**src/rtl/instruction_encoder_pkg.sv**
```systemverilog
// instruction_encoder_pkg
//   Shared constants for the RV32 instruction encoder: data width, immediate
//   format select codes, the opcodes used by load-immediate expansion and the
//   encoder FSM state encoding.
//   Also provides fits_signed(), which tells whether a value survives
//   sign-extension from a given bit position.
//   Optional feature macro used by the encoder: LI_EXPANSION_EN.
package instruction_encoder_pkg;

  localparam int XLEN          = 32;
  localparam int IMM_SEL_WIDTH = 2;

  localparam logic [IMM_SEL_WIDTH:0] IMM_I_TYPE = 3'd0;
  localparam logic [IMM_SEL_WIDTH:0] IMM_S_TYPE = 3'd1;
  localparam logic [IMM_SEL_WIDTH:0] IMM_B_TYPE = 3'd2;
  localparam logic [IMM_SEL_WIDTH:0] IMM_U_TYPE = 3'd3;
  localparam logic [IMM_SEL_WIDTH:0] IMM_J_TYPE = 3'd4;

  localparam logic [6:0] OP_LUI    = 7'b0110111;
  localparam logic [6:0] OP_OP_IMM = 7'b0010011;

  typedef enum logic [1:0] {
    IDLE        = 2'd0,
    EMIT_SINGLE = 2'd1,
    EMIT_LUI    = 2'd2,
    EMIT_ADDI   = 2'd3
  } enc_state_e;

  // True when every bit from msb upward equals the sign bit, i.e. the value
  // is representable as a signed field whose top bit is msb.
  function automatic logic fits_signed(input logic [XLEN-1:0] value,
                                       input int unsigned msb);
    logic [XLEN-1:0] upper;
    upper = XLEN'($signed(value) >>> msb);
    return (upper == '0) || (upper == '1);
  endfunction

endpackage

```
**src/rtl/instruction_encoder_immediate_packer.sv**
```systemverilog
// immediate_packer
//   Purely combinational. Scatters a two's-complement immediate into the
//   instruction-bit positions of the selected RV32 format; every other bit
//   comes from the template. Flags immediates the format cannot represent
//   (the field is still filled with the truncated value).
// Ports
//   i_select        immediate format code (IMM_*_TYPE)
//   i_immediate     immediate value
//   i_template      instruction template
//   o_instruction   template with the immediate field overwritten
//   o_range_error   immediate out of range, misaligned, or unknown select
module immediate_packer
  import instruction_encoder_pkg::*;
(
  input  logic [IMM_SEL_WIDTH:0] i_select,
  input  logic [XLEN-1:0]        i_immediate,
  input  logic [XLEN-1:0]        i_template,
  output logic [XLEN-1:0]        o_instruction,
  output logic                   o_range_error
);

  always_comb begin
    o_instruction = i_template;
    o_range_error = 1'b0;
    case (i_select)
      IMM_I_TYPE: begin
        o_instruction[31:20] = i_immediate[11:0];
        o_range_error        = !fits_signed(i_immediate, 11);
      end
      IMM_S_TYPE: begin
        o_instruction[31:25] = i_immediate[11:5];
        o_instruction[11:7]  = i_immediate[4:0];
        o_range_error        = !fits_signed(i_immediate, 11);
      end
      IMM_B_TYPE: begin
        // imm[0] has no slot; an odd offset is flagged and its LSB dropped.
        o_instruction[31]    = i_immediate[12];
        o_instruction[30:25] = i_immediate[10:5];
        o_instruction[11:8]  = i_immediate[4:1];
        o_instruction[7]     = i_immediate[11];
        o_range_error        = !fits_signed(i_immediate, 12) || i_immediate[0];
      end
      IMM_U_TYPE: begin
        o_instruction[31:12] = i_immediate[31:12];
        o_range_error        = |i_immediate[11:0];
      end
      IMM_J_TYPE: begin
        o_instruction[31]    = i_immediate[20];
        o_instruction[30:21] = i_immediate[10:1];
        o_instruction[20]    = i_immediate[11];
        o_instruction[19:12] = i_immediate[19:12];
        o_range_error        = !fits_signed(i_immediate, 20) || i_immediate[0];
      end
      default: begin
        o_range_error = 1'b1;
      end
    endcase
  end

endmodule

```
**src/rtl/instruction_encoder.sv**
```systemverilog
// instruction_encoder
//   Builds complete RV32 instruction words for the loader: packs an immediate
//   into a template (single encode) or, with LI_EXPANSION_EN defined, expands
//   a 32-bit load-immediate into LUI and/or ADDI. Valid/ready on both sides,
//   registered output, one instruction per cycle when not back-pressured.
//   Without LI_EXPANSION_EN, i_Mode/i_Rd are ignored and o_Last is always 1.
// Ports
//   i_Clock, i_Reset       clock, synchronous active-low reset
//   i_Valid / o_Ready      request handshake
//   i_Mode                 0 = single encode, 1 = load-immediate expansion
//   i_Imm_Select           immediate format for single encode
//   i_Template             template bits kept outside the immediate field
//   i_Immediate            immediate value (two's complement)
//   i_Rd                   destination register for expansion
//   o_Valid / i_Ready      output handshake
//   o_Instruction          encoded instruction
//   o_Range_Error          immediate not representable (with o_Valid)
//   o_Last                 final instruction of the current request
module instruction_encoder
  import instruction_encoder_pkg::*;
(
  input  logic                   i_Clock,
  input  logic                   i_Reset,
  input  logic                   i_Valid,
  output logic                   o_Ready,
  input  logic                   i_Mode,
  input  logic [IMM_SEL_WIDTH:0] i_Imm_Select,
  input  logic [XLEN-1:0]        i_Template,
  input  logic [XLEN-1:0]        i_Immediate,
  input  logic [4:0]             i_Rd,
  output logic                   o_Valid,
  input  logic                   i_Ready,
  output logic [XLEN-1:0]        o_Instruction,
  output logic                   o_Range_Error,
  output logic                   o_Last
);

  enc_state_e             state_q, state_d;
  logic [XLEN-1:0]        instr_q, instr_d;
  logic                   range_err_q, range_err_d;

  logic [IMM_SEL_WIDTH:0] pk_select;
  logic [XLEN-1:0]        pk_immediate;
  logic [XLEN-1:0]        pk_template;
  logic [XLEN-1:0]        pk_instruction;
  logic                   pk_range_error;

  logic                   consume;
  logic                   accept;

  assign o_Valid       = (state_q != IDLE);
  assign o_Instruction = instr_q;
  assign o_Range_Error = range_err_q;
  assign consume       = o_Valid && i_Ready;
  assign accept        = i_Valid && o_Ready;

  immediate_packer u_packer (
    .i_select      (pk_select),
    .i_immediate   (pk_immediate),
    .i_template    (pk_template),
    .o_instruction (pk_instruction),
    .o_range_error (pk_range_error)
  );

`ifdef LI_EXPANSION_EN
  logic        last_q, last_d;
  logic [4:0]  rd_q, rd_d;
  logic [11:0] lo_q, lo_d;
  logic [11:0] li_lo;
  logic [19:0] li_hi;

  // Adding 0x800 before taking the upper bits only carries in from bit 11,
  // which compensates for ADDI sign-extending its 12-bit operand.
  assign li_lo   = i_Immediate[11:0];
  assign li_hi   = i_Immediate[31:12] + {19'd0, i_Immediate[11]};
  assign o_Ready = i_Reset && ((state_q == IDLE) || (consume && last_q));
  assign o_Last  = last_q;

  // The single packer serves three sources: the pending ADDI of a two-beat
  // expansion (no request can be accepted then), the first beat of a new
  // expansion, or a plain single encode.
  always_comb begin
    pk_select    = i_Imm_Select;
    pk_immediate = i_Immediate;
    pk_template  = i_Template;
    if ((state_q == EMIT_LUI) && !last_q) begin
      pk_select    = IMM_I_TYPE;
      pk_immediate = {{20{lo_q[11]}}, lo_q};
      pk_template  = {12'd0, rd_q, 3'b000, rd_q, OP_OP_IMM};
    end else if (i_Mode) begin
      if (li_hi == '0) begin
        pk_select    = IMM_I_TYPE;
        pk_immediate = {{20{li_lo[11]}}, li_lo};
        pk_template  = {12'd0, 5'd0, 3'b000, i_Rd, OP_OP_IMM};
      end else begin
        pk_select    = IMM_U_TYPE;
        pk_immediate = {li_hi, 12'd0};
        pk_template  = {20'd0, i_Rd, OP_LUI};
      end
    end
  end

  // A new accept always wins over advancing the current request; it can only
  // coincide with consuming a final beat, so nothing is lost.
  always_comb begin
    state_d     = state_q;
    instr_d     = instr_q;
    range_err_d = range_err_q;
    last_d      = last_q;
    rd_d        = rd_q;
    lo_d        = lo_q;
    if (accept) begin
      instr_d = pk_instruction;
      if (i_Mode) begin
        range_err_d = 1'b0;
        rd_d        = i_Rd;
        lo_d        = li_lo;
        if (li_hi == '0) begin
          state_d = EMIT_ADDI;
          last_d  = 1'b1;
        end else begin
          state_d = EMIT_LUI;
          last_d  = (li_lo == '0);
        end
      end else begin
        state_d     = EMIT_SINGLE;
        range_err_d = pk_range_error;
        last_d      = 1'b1;
      end
    end else if (consume) begin
      if (last_q) begin
        state_d = IDLE;
      end else begin
        state_d     = EMIT_ADDI;
        instr_d     = pk_instruction;
        range_err_d = 1'b0;
        last_d      = 1'b1;
      end
    end
  end
`else
  logic unused_li_inputs;

  assign unused_li_inputs = ^{i_Mode, i_Rd};
  assign o_Ready          = i_Reset && ((state_q == IDLE) || consume);
  assign o_Last           = 1'b1;
  assign pk_select        = i_Imm_Select;
  assign pk_immediate     = i_Immediate;
  assign pk_template      = i_Template;

  always_comb begin
    state_d     = state_q;
    instr_d     = instr_q;
    range_err_d = range_err_q;
    if (accept) begin
      state_d     = EMIT_SINGLE;
      instr_d     = pk_instruction;
      range_err_d = pk_range_error;
    end else if (consume) begin
      state_d = IDLE;
    end
  end
`endif

  always_ff @(posedge i_Clock) begin
    if (!i_Reset) begin
      state_q     <= IDLE;
      instr_q     <= '0;
      range_err_q <= 1'b0;
`ifdef LI_EXPANSION_EN
      last_q      <= 1'b0;
      rd_q        <= '0;
      lo_q        <= '0;
`endif
    end else begin
      state_q     <= state_d;
      instr_q     <= instr_d;
      range_err_q <= range_err_d;
`ifdef LI_EXPANSION_EN
      last_q      <= last_d;
      rd_q        <= rd_d;
      lo_q        <= lo_d;
`endif
    end
  end

endmodule
```
**config.mk**
```make
export PLATFORM = sky130hd
export DESIGN_NAME = instruction_encoder
export DESIGN_NICKNAME = d
export VERILOG_FILES = /design/src/rtl/instruction_encoder_pkg.sv /design/src/rtl/instruction_encoder_immediate_packer.sv /design/src/rtl/instruction_encoder.sv
export SDC_FILE = /design/constraint.sdc
export NUM_CORES = 1
export LEC_CHECK = 0
export BUFFER_PORTS_ARGS = -buffer_cell sky130_fd_sc_hd__buf_2
export CAP_MARGIN = 0
export CORE_MARGIN = 2
export CORE_UTILIZATION = 25
export CTS_CLUSTER_DIAMETER = 40
export CTS_CLUSTER_SIZE = 14
export DETAILED_ROUTE_END_ITERATION = 7
export GPL_ROUTABILITY_DRIVEN = 0
export MAX_ROUTING_LAYER = met4
export PLACE_DENSITY_LB_ADDON = 0.3
export SYNTH_ARGS = -nofsm -noshare
export SYNTH_HDL_FRONTEND = slang
export SYNTH_SLANG_ARGS = --single-unit
```
**constraint.sdc**
```tcl
create_clock -name i_Clock -period 1.4 [get_ports i_Clock]
set_clock_uncertainty 0.1 [all_clocks]
set_input_delay 0.14 -clock i_Clock [delete_from_list [all_inputs] [get_ports i_Clock]]
set_output_delay 0.14 -clock i_Clock [all_outputs]
set_load 0.05 [all_outputs]
```
; Word level (Yosys, flattened, before mapping)
; Index checks and enable logic that the tools add are counted.
[classes]
eq_ne = 7
n_mux = 7
n_reduce_logical = 21
[ops]
columns = op, n
row1 = 32-bit == test (second input constant), 3
row2 = 32-bit logical NOT, 3
row3 = 7-bit one-hot mux with 4 select lines, 1
row4 = 5-bit one-hot mux with 3 select lines, 1
row5 = 12-bit OR reduction, 1
row6 = 5-bit one-hot mux with 2 select lines, 1
row7 = 8-bit 2-to-1 mux, 1
row8 = 3-bit by 2-bit == test with 1-bit output (second input constant), 2
row9 = 1-bit logical OR, 6
row10 = 1-bit one-hot mux with 4 select lines, 1
row11 = 2-bit OR reduction, 2
row12 = 3-bit by 1-bit == test with 1-bit output (second input constant), 1
row13 = 3-bit == test (second input constant), 1
row14 = 1-bit logical AND, 3
row15 = 1-bit logical NOT, 3
row16 = 3-bit logical NOT, 1
row17 = 2-bit logical NOT, 1
row18 = 1-bit 2-to-1 mux, 2
row19 = 2-bit nonzero test, 1
[totals]
regBits = 34
input_bits = 77
elab_cells = 38

; Logic depth before layout (Yosys ltp)
; Gate-level depths: netlist of run 1.
[depth]
word_depth = 5
depth_mapped = 7
ltp_nobuf = 5

; By module
; A second synthesis of run 1 with hierarchy kept.
[unflattened]
hier_cells = 277
hier_area_um2 = 2257.2
[modules_own_cells]
columns = module, seq_area_each_um2, area_per_inst_um2, cells_per_inst, n_inst
row1 = instruction_encoder, 680.7, 1418.9, 152, 1
row2 = immediate_packer, 0.0, 838.3, 125, 1

; Worst setup path before layout of run 1
; Ideal clock, no wire load.
[synth_timing]
kind = register -> register
startpoint = register state_q[0]
endpoint = register instr_q[27] (netlist: o_Instruction[27])
n_path_buf = 2
arrival_ns = 1.799
path_stages_with_launch = 8
path_slack_ns = -0.586
setup_time_ns = 0.087
period_less_slack_ns = 1.986
cell_sequence = dfxtp_1 nand2b_1 and2_1 nand2_1 buf_4 buf_2 nand3_1 o31ai_1
[synth_between]
elab_chain_cells = 4
elab_cells_between_ends = 5
[synth_rtl]
columns = item, line_no
row1 = "start, declared", instruction_encoder.sv:38  ; enc_state_e state_q, state_d;
row2 = "start signal, assigned", instruction_encoder.sv:176  ; state_q <= state_d;
row3 = 2-bit logical NOT / 1-bit logical AND (equally long branches), "instruction_encoder.sv:145, instruction_encoder.sv:54"
row4 = 1-bit logical OR (*), instruction_encoder.sv:145  ; assign o_Ready = i_Reset && ((state_q == IDLE) || consume);
row5 = 1-bit logical AND (*), instruction_encoder.sv:145
row6 = via o_Ready, instruction_encoder.sv:25  ; output logic o_Ready,
row7 = 1-bit logical AND (*), instruction_encoder.sv:55  ; assign accept = i_Valid && o_Ready;
row8 = "end signal, assigned", instruction_encoder.sv:177  ; instr_q <= instr_d;
row9 = "end, declared", instruction_encoder.sv:39  ; logic [XLEN-1:0] instr_q, instr_d;
; The timed path passes the listed nets; every way through them passes the cells marked *.
; A chain may end at the register's enable or synchronous reset.

; Worst setup path after layout of run 1
[layout_timing]
startpoint = register state_q[0]
endpoint = output o_Ready
[layout_between]
elab_chain_cells = 3
elab_cells_between_ends = 4
[layout_rtl]
columns = item, line_no
row1 = 2-bit logical NOT / 1-bit logical AND (equally long branches), "instruction_encoder.sv:145, instruction_encoder.sv:54"
row2 = 1-bit logical OR (*), instruction_encoder.sv:145
row3 = 1-bit logical AND (*), instruction_encoder.sv:145
row4 = "end, declared", instruction_encoder.sv:25
; Every way passes the cells marked *; elsewhere a longest branch is shown, timed or not.

==> summary.txt, run 1 <==
STA
  – Worst setup margin: 0.07626 ns
  – Final period utilization: 94.55%
  – Setup TNS: 0 ns
  – Final Hold Viols: 0
  – RSZ-0062 raised after global routing: no
  – Tmin final: 1.324 ns
  – Final Max Slew Viols: 0
  – # setup viols final: 0
  – Fmax: 755.4 MHz
  – Hold_ws: 0.02031 ns

Clock network
  – CTS buffer count: 5
  – CTS Root Cell: clkbuf_8
  – Clk pin slew, worst setup/hold paths: 0.07 ns
  – Postcts setup bufs: 0
  – CTS HTree Levels: 2
  – Worst-case clock buffer depth: 2
  – Sink Count: 34
  – CTS tree: done
  – Clk_lat worst skew: 0.28 ns

Global route
  – GRT overflow: 0
  – Initial antenna violation count: 0
  – GRT Total Usage: 15.19%
  – First-pass GRT wire length: 9639 µm
  – Vias in the first global route: 1,979
  – Largest net degree at the start of global routing: 34

Final layout
  – Final net count: 425
  – Antenna cells: 0
  – Share of layout cells above drive strength 1: 41.09%
  – Area Overhead vs Synth: 48.30%
  – Final instance area: 2731 µm²
  – Finished Core Util: 38.06%

Synth
  – Netlist cell types: 38
  – Sequential share of the synthesized area: 36.96%
  – Syn Inst Count: 228
  – Seq cells post-synth: 34
  – Syn_area_per_cell: 8.078 µm²
  – Yosys warns: 0
  – Synth Net Count: 305
  – Mapped Area: 1842 µm²

Detailed routing
  – Vias/cell: 4.714
  – Initial DRC Count: 85
  – Antenna Violating Nets Remaining: 0
  – DR vias: 2,107
  – Final WL: 5980 µm
  – 1st-pass router iterations: 6
  – DRC viols: 0
  – WL/cell: 13.38 µm

Place
  – Pre-CTS WS: 0.003223 ns
  – DP Area: 2572 µm²
  – Final HPWL DP: 4831 µm
  – IO buf count: 105

Pwr
  – Sw power: 0.9616 mW
  – Power per Cell Area: 988.9 nW/µm²
  – Internal: 1.740 mW
  – Clk network pwr share: 27.3%
  – Switching power share of the total: 35.60%
  – Gate power share: 32.4%
  – Static Leakage: 1.284 nW
  – Sequential share of power: 40.3%
  – Peak supply drop: 314.8 µV

Floorplan
  – Die W: 89.83 µm
  – Row cnt: 31
  – Core area: 7176 µm²
  – Initial core utilization: 25.67%
  – I/O Pins: 113
  – Die area: 8069 µm²
  – Die Y: 89.83 µm

Worst hold path
  – WHS Path Cells: 3
  – Hold EP: o_Instruction[12]
  – HP Start: i_Template[12]
  – Hold WC Path Type: in2reg

Run status
  – Outcome: finished, final reports clean

Critical path
  – CP startpoint kind: flop
  – Worst EP arrival: 1.08 ns
  – R2R Path End: o_Instruction[30]
  – Worst R2R Setup Slack: 0.16 ns
  – Crit end category: primary output
  – RR Startpoint: state_q[0]
  – Cells on worst reg2reg path: 5
  – Crit path required time: 1.16 ns
  – Crit-path max FO: 4
  – Setup CP Type: reg2out

Flow run
  – Max cap viols: 0
==> worst max-delay path, cell delays in order, from the launching register on <==
cell and delay, ns:
dfxtp_4 0.35, nand2b_4 0.07, and2_4 0.15, clkbuf_4 0.22
==> sequential cells by signal, summed over array words and instances, names as in the netlist <==
| signal | count |
|---|---|
| o_Instruction | 32 |
| o_Range_Error | 1 |
| state_q | 1 |
==> synth_stat cells, drive strengths merged <==
master | number | area, µm²
nand3 | 28 | 140.1
a21boi | 3 | 26.27
o2111ai | 1 | 8.760
buf | 12 | 85.07
nand2b | 4 | 32.53
a31oi | 1 | 6.260
conb | 1 | 3.750
and3 | 2 | 12.51
nor3b | 1 | 7.510
dfxtp | 34 | 680.7
nor2 | 17 | 66.32
mux2i | 17 | 170.2
o22ai | 7 | 43.79
o31ai | 6 | 45.04
xor2 | 1 | 8.760
mux2 | 4 | 45.04
o21ai | 28 | 140.1
clkbuf | 6 | 22.52
a22oi | 1 | 7.510
nor2b | 1 | 6.260
nand2 | 20 | 75.07
nand4 | 5 | 31.28
and2 | 2 | 15.02
nor3 | 2 | 21.27
o211ai | 3 | 22.52
a221oi | 1 | 8.760
a21oi | 11 | 55.05
nor4 | 8 | 50.05
inv | 1 | 3.750
==> layout by cell type, fill, tap and decap left out, types with 10 or more instances in the layout <==
cell and instances:
buf_2 104, dfxtp_1 33, nand3_1 28, nand2_1 19, o21ai_0 18, mux2i_1 17, buf_4 17, nor2_1 16
a21oi_1 11, o21ai_1 10
==> worst max path at each step <==
stage	slack, ns	depth (start not counted)	start	to
finish	0.08	3	state_q[0]	o_Ready
global route	0.03	3	state_q[0]	o_Ready
CTS	0.02	3	state_q[0]	o_Ready
detailed placement	0.003	7	i_Imm_Select[1]	o_Instruction[14]
global placement	0.01	6	i_Immediate[18]	o_Range_Error
floorplan	0.001	7	state_q[0]	o_Instruction[27]
==> cells by family (layout without fill, tap and decap cells) <==
| family | after synthesis | in the layout | share of synthesized area, % |
|---|---|---|---|
| other | 1 | 1 | 0.2036 |
| flip-flops | 34 | 34 | 36.96 |
| XOR/XNOR | 1 | 1 | 0.4756 |
| AO/OA/AOI/OAI | 62 | 62 | 19.77 |
| buffers and inverters | 19 | 139 | 6.045 |
| multiplexers | 21 | 21 | 11.68 |
| AND/OR/NAND/NOR | 90 | 90 | 24.86 |
==> metrics by stage <==
step	cells	power, mW
3_5_place_dp	433	1.974
6_report	447	2.701
4_1_cts	447	2.747
5_1_grt	447	2.853
2_1_floorplan	228	1.682
3_3_place_gp	433	1.967
==> power groups by stage <==
stage | registers [mW] | clock network (mW) | logic, mW
2_1_floorplan | 1.40 | 0 | 0.283
3_3_place_gp | 1.11 | 0 | 0.859
3_5_place_dp | 1.11 | 0 | 0.863
4_1_cts | 1.09 | 0.779 | 0.879
5_1_grt | 1.10 | 0.815 | 0.941
6_report | 1.09 | 0.738 | 0.875
==> per-layer routing <==
metal,wire length [µm],GRT usage (%),share of wire (%)
met1,2740,18.53,46
met2,2872,24.94,48
met3,265,3.185,4.4
met4,102,5.513,1.7
met5,0,-,0
==> cell type report <==
| class | instances | area (µm²) |
|---|---|---|
| inverter | 1 | 3.754 |
| tap | 99 | 123.9 |
| clock buffer | 7 | 86.33 |
| multi-input combinational | 175 | 1067 |
| sequential | 34 | 684.4 |
| fill | 763 | 4444 |
| timing repair buffer | 131 | 765.7 |
==> timing repair <==
action,CTS,global route
hold buffers,7,0
endpoints found under the setup margin,0,1
endpoints found under the hold margin,7,0
gates resized for setup,0,1
Power figures use the tool's default switching activity.
==> inputs of run 2 (changes only) <==
--- a/config.mk
+++ b/config.mk
@@ -12,6 +12,5 @@
 export CTS_CLUSTER_DIAMETER = 40
-export CTS_CLUSTER_SIZE = 14
+export CTS_CLUSTER_SIZE = 12
 export DETAILED_ROUTE_END_ITERATION = 7
 export GPL_ROUTABILITY_DRIVEN = 0
-export MAX_ROUTING_LAYER = met4
 export PLACE_DENSITY_LB_ADDON = 0.3
--- a/constraint.sdc
+++ b/constraint.sdc
@@ -4,2 +4,2 @@
 set_output_delay 0.14 -clock i_Clock [all_outputs]
-set_load 0.05 [all_outputs]
+set_load 0.02 [all_outputs]
==> summary.txt, run 2 (same netlist as run 1, synthesis figures left out) <==
Floorplan
  – Die Y: 89.83 µm
  – Die W: 89.83 µm
  – Core area: 7176 µm²
  – Row cnt: 31
  – I/O Pins: 113
  – Initial core utilization: 25.67%
  – Die area: 8069 µm²

Global route
  – Met1 usage: 19.25%
  – Met3 Use GR: 2.934%
  – GRT overflow: 0
  – GRT Total Usage: 15.09%
  – Initial antenna violation count: 0
  – GRT met2 Usage: 25.76%
  – Vias in the first global route: 1,958
  – Layer with the highest usage: met2
  – Largest net degree at the start of global routing: 50
  – First-pass GRT wire length: 9756 µm

Critical path
  – Setup CP Type: reg2reg
  – Crit end category: flop
  – CP startpoint kind: flop
  – Crit-path max FO: 12
  – Worst R2R Setup Slack: 0.08 ns
  – Worst EP arrival: 1.42 ns
  – Crit path required time: 1.50 ns

Pwr
  – Static Leakage: 1.343 nW
  – Internal: 2.125 mW
  – Clk network pwr share: 38.5%
  – Sw power: 0.8111 mW
  – Power per Cell Area: 1032 nW/µm²
  – Switching power share of the total: 27.63%
  – Sequential share of power: 37.0%
  – Tot Pwr: 2.936 mW
  – Peak supply drop: 323.0 µV
  – Gate power share: 24.4%

Detailed routing
  – Initial DRC Count: 92
  – DR vias: 2,179
  – Vias/cell: 4.821
  – 1st-pass router iterations: 4
  – DRC viols: 0
  – Antenna Violating Nets Remaining: 0
  – Final WL: 6669 µm
  – WL/cell: 14.75 µm

Final layout
  – Most frequent cells in the layout: buf_2, dfxtp_1, nand3_1
  – Antenna cells: 0
  – Commonest non-fill, non-tap cell in the layout: buf_2
  – Layout filler cell count: 771
  – Area Overhead vs Synth: 54.42%
  – Largest register FFs: 32
  – Share of layout cells above drive strength 1: 41.93%
  – Final net count: 429

Worst hold path
  – Hold WC Path Type: in2reg

Clock network
  – Worst-case clock buffer depth: 2
  – CTS buffer count: 5
  – CTS HTree Levels: 2
  – CTS Root Cell: clkbuf_8
  – Clk_lat worst skew: 0.29 ns
  – Sink Count: 34
  – Postcts setup bufs: 0
  – CTS tree: done
  – Clk pin slew, worst setup/hold paths: 0.07 ns

STA
  – Worst setup margin: 0.07670 ns
  – # setup viols final: 0
  – Fmax: 755.7 MHz
  – Final Hold Viols: 0
  – Final Max Slew Viols: 0
  – Tmin final: 1.323 ns
  – Final period utilization: 94.52%
  – RSZ-0062 raised after global routing: no
  – Hold_ws: 0.01897 ns

Place
  – Final HPWL DP: 4823 µm
  – IO buf count: 105
  – Pre-CTS WS: -0.02739 ns

Flow run
  – Max cap viols: 0

Run status
  – Outcome: finished, final reports clean
-- run 2: cell types whose count changed in the layout (fill, tap and decap cells not counted), sizes merged --
cell / delta
buf: +3
bufinv: +2
-- run 2: worst max-delay path, stage by stage, from the launching register on --
cell and delay, ns:
dfxtp_2 0.32, nand2b_1 0.12, and2_4 0.18, nand2_4 0.09, clkbuf_16 0.19, o31ai_1 0.23
-- run 2: cell type report --
type	count	area (µm²)	area share [%]
clock buffer	6	82.58	2.904
sequential	34	681.9	23.98
clock inverter	2	60.06	2.112
multi-input combinational	175	1060	37.26
tap	99	123.9	4.355
inverter	1	3.754	0.1320
timing repair buffer	135	832.0	29.26
-- run 2: worst paths after layout --
path                     startpoint  cells past startpoint           endpoint
setup / recovery         state_q[0]                      5  o_Instruction[30]
hold / removal       i_Template[14]                      3  o_Instruction[14]
setup reg to reg         state_q[0]                      5  o_Instruction[30]
hold reg to reg   o_Instruction[14]                      2  o_Instruction[14]
-- run 2: stage by stage --
| stage | instance area [µm²] | std cells | TNS, ns | util [%] |
|---|---|---|---|---|
| final | 2844 | 452 | 0 | 39.63 |
| after global routing | 2844 | 452 | 0 | 39.63 |
| after CTS | 2775 | 449 | 0 | 38.67 |
| after detailed placement | 2562 | 434 | -0.04134 | 35.71 |
| after global placement | 2562 | 434 | -0.01763 | 35.71 |
| after floorplan | 1848 | 228 | 0 | - |
-- run 2: power groups by stage --
stage	clock, mW	sequential (mW)	combinational, mW
after floorplan	0	1.21	0.268
after global placement	0	1.11	0.664
after detailed placement	0	1.11	0.669
after CTS	1.16	1.09	0.686
after global routing	1.22	1.10	0.778
final	1.13	1.09	0.718
-- run 2: per-layer routing --
metal,vias to the layer above,wire [µm]
met5,-,0
li1,1082,-
met2,77,3263
met1,1011,2955
met3,9,351
met4,0,97
-- run 2: repair_timing --
action	in CTS	in global routing
resized for setup	0	2
hold endpoints to repair	7	0
hold buffers	7	0
endpoints found under the setup margin	0	2
==> inputs of run 3 (changes only) <==
Settings changed: CORE_ASPECT_RATIO from default to 0.5.
==> summary.txt, run 3 (same netlist as run 1, synthesis figures left out) <==
Run status
  – Outcome: finished, final reports clean

Detailed routing
  – Final WL: 6597 µm
  – Initial DRC Count: 107
  – 1st-pass router iterations: 4
  – DR vias: 2,168
  – DRC viols: 0
  – Vias/cell: 4.807
  – Antenna Violating Nets Remaining: 0
  – WL/cell: 14.63 µm

Critical path
  – CP top delay family: simple AND/OR/NAND/NOR gates
  – CP max stage delay: 0.31 ns
  – Crit-path max FO: 12
  – Crit end category: flop
  – Slowest CP cell: dfxtp_2
  – CP startpoint kind: flop
  – Setup CP Type: reg2reg
  – Crit path required time: 1.49 ns
  – Crit-path cells: nand2b_1 -> and2_4 -> nand2_4 -> clkbuf_16 -> o31ai_2
  – Worst EP arrival: 1.41 ns
  – Critical path buffer and inverter count: 1

Floorplan
  – I/O Pins: 113
  – Initial core utilization: 25.44%
  – Core area: 7239 µm²
  – Die W: 125.4 µm
  – Die area: 8111 µm²
  – Row cnt: 22
  – Die Y: 64.69 µm

Global route
  – Largest net degree at the start of global routing: 50
  – First-pass GRT wire length: 9715 µm
  – Initial antenna violation count: 0
  – GRT overflow: 0
  – GRT Total Usage: 15.05%
  – Vias in the first global route: 2,052

Clock network
  – CTS HTree Levels: 2
  – Clk_lat worst skew: 0.28 ns
  – Sink Count: 34
  – CTS Root Cell: clkbuf_16
  – CTS buffer count: 5
  – Postcts setup bufs: 0
  – CTS tree: done
  – Clk pin slew, worst setup/hold paths: 0.06 ns
  – Worst-case clock buffer depth: 2

STA
  – RSZ-0062 raised after global routing: no
  – Final period utilization: 94.26%
  – Final Hold Viols: 0
  – # setup viols final: 0
  – Setup TNS: 0 ns
  – Tmin final: 1.320 ns
  – Final Max Slew Viols: 0
  – Fmax: 757.8 MHz

Final layout
  – Commonest non-fill, non-tap cell in the layout: buf_2
  – Area Overhead vs Synth: 58.36%
  – Share of layout cells above drive strength 1: 42.82%
  – Final instance area: 2917 µm²
  – Final net count: 431
  – Most frequent cells in the layout: buf_2, dfxtp_1, nand3_1
  – Antenna cells: 0
  – Largest register FFs: 32

Place
  – Final HPWL DP: 4811 µm
  – IO buf count: 105
  – DP Area: 2574 µm²

Worst hold path
  – Hold WC Path Type: in2reg

Flow run
  – Max cap viols: 0

Pwr
  – Peak supply drop: 506.3 µV
  – Power per Cell Area: 1116 nW/µm²
  – Static Leakage: 1.379 nW
==> run 3: path summary, 6_finish.rpt <==
check	startpoint	end	slack, ns	cells past startpoint
worst max-delay path	state_q[0]	o_Instruction[30]	0.08	5
worst min-delay path	i_Template[15]	o_Instruction[15]	0.03	3
worst max register to register	state_q[0]	o_Instruction[30]	0.08	5
worst min register to register	o_Instruction[15]	o_Instruction[15]	0.36	2
==> run 3: final cells by class <==
type / count / area [µm²]
Clock buffer: 5 / 125.1
Clock inverter: 3 / 68.82
Fill cell: 751 / 4323
Inverter: 1 / 3.754
Multi-Input combinational cell: 175 / 1070
Sequential cell: 34 / 681.9
Tap cell: 96 / 120.1
Timing Repair Buffer: 137 / 847.1
==> run 3: power by group <==
group          leakage (nW)  internal (mW)  total [mW]  switching (mW)
combinational          1.00          0.322       0.726           0.404
clock                0.0940           1.02        1.44           0.415
sequential            0.281           1.05        1.09          0.0398
==> run 3: tightest hold or removal path, delay by kind of cell <==
| kind | cells | cell delay [ns] |
|---|---|---|
| buffers and inverters | 1 | 0.07 |
| muxes | 1 | 0.06 |
| AOI/OAI and AO/OA | 1 | 0.10 |
==> run 3: through the flow <==
step | utilization, % | power, mW | cells | hold WS [ns] | setup WS (ns)
3_5_place_dp | 35.55 | 1.787 | 433 | 0.2393 | -0.02750
6_report | 40.29 | 3.256 | 451 | 0.03447 | 0.08032
2_1_floorplan | - | 1.482 | 228 | 0.1486 | 0.01152
4_1_cts | 39.20 | 3.260 | 448 | 0.02226 | 0.08805
3_3_place_gp | 35.55 | 1.773 | 433 | 0.2348 | -0.007215
5_1_grt | 40.29 | 3.406 | 451 | 0.03140 | 0.001338
==> run 3: layer usage <==
layer  GRT usage (%)  routed length, µm  vias to the layer above
met2           26.29               3276                       62
li1                -                  -                     1091
met3           4.046                388                        6
met4           4.306                 67                        0
met5               0                  0                        -
met1           18.47               2865                     1009
==> run 3: timing repair <==
| action | in CTS | in global routing |
|---|---|---|
| hold buffers | 7 | 0 |
| endpoints found under the hold margin | 7 | 0 |
| setup endpoints to repair | 0 | 4 |
| gates resized for setup | 0 | 4 |
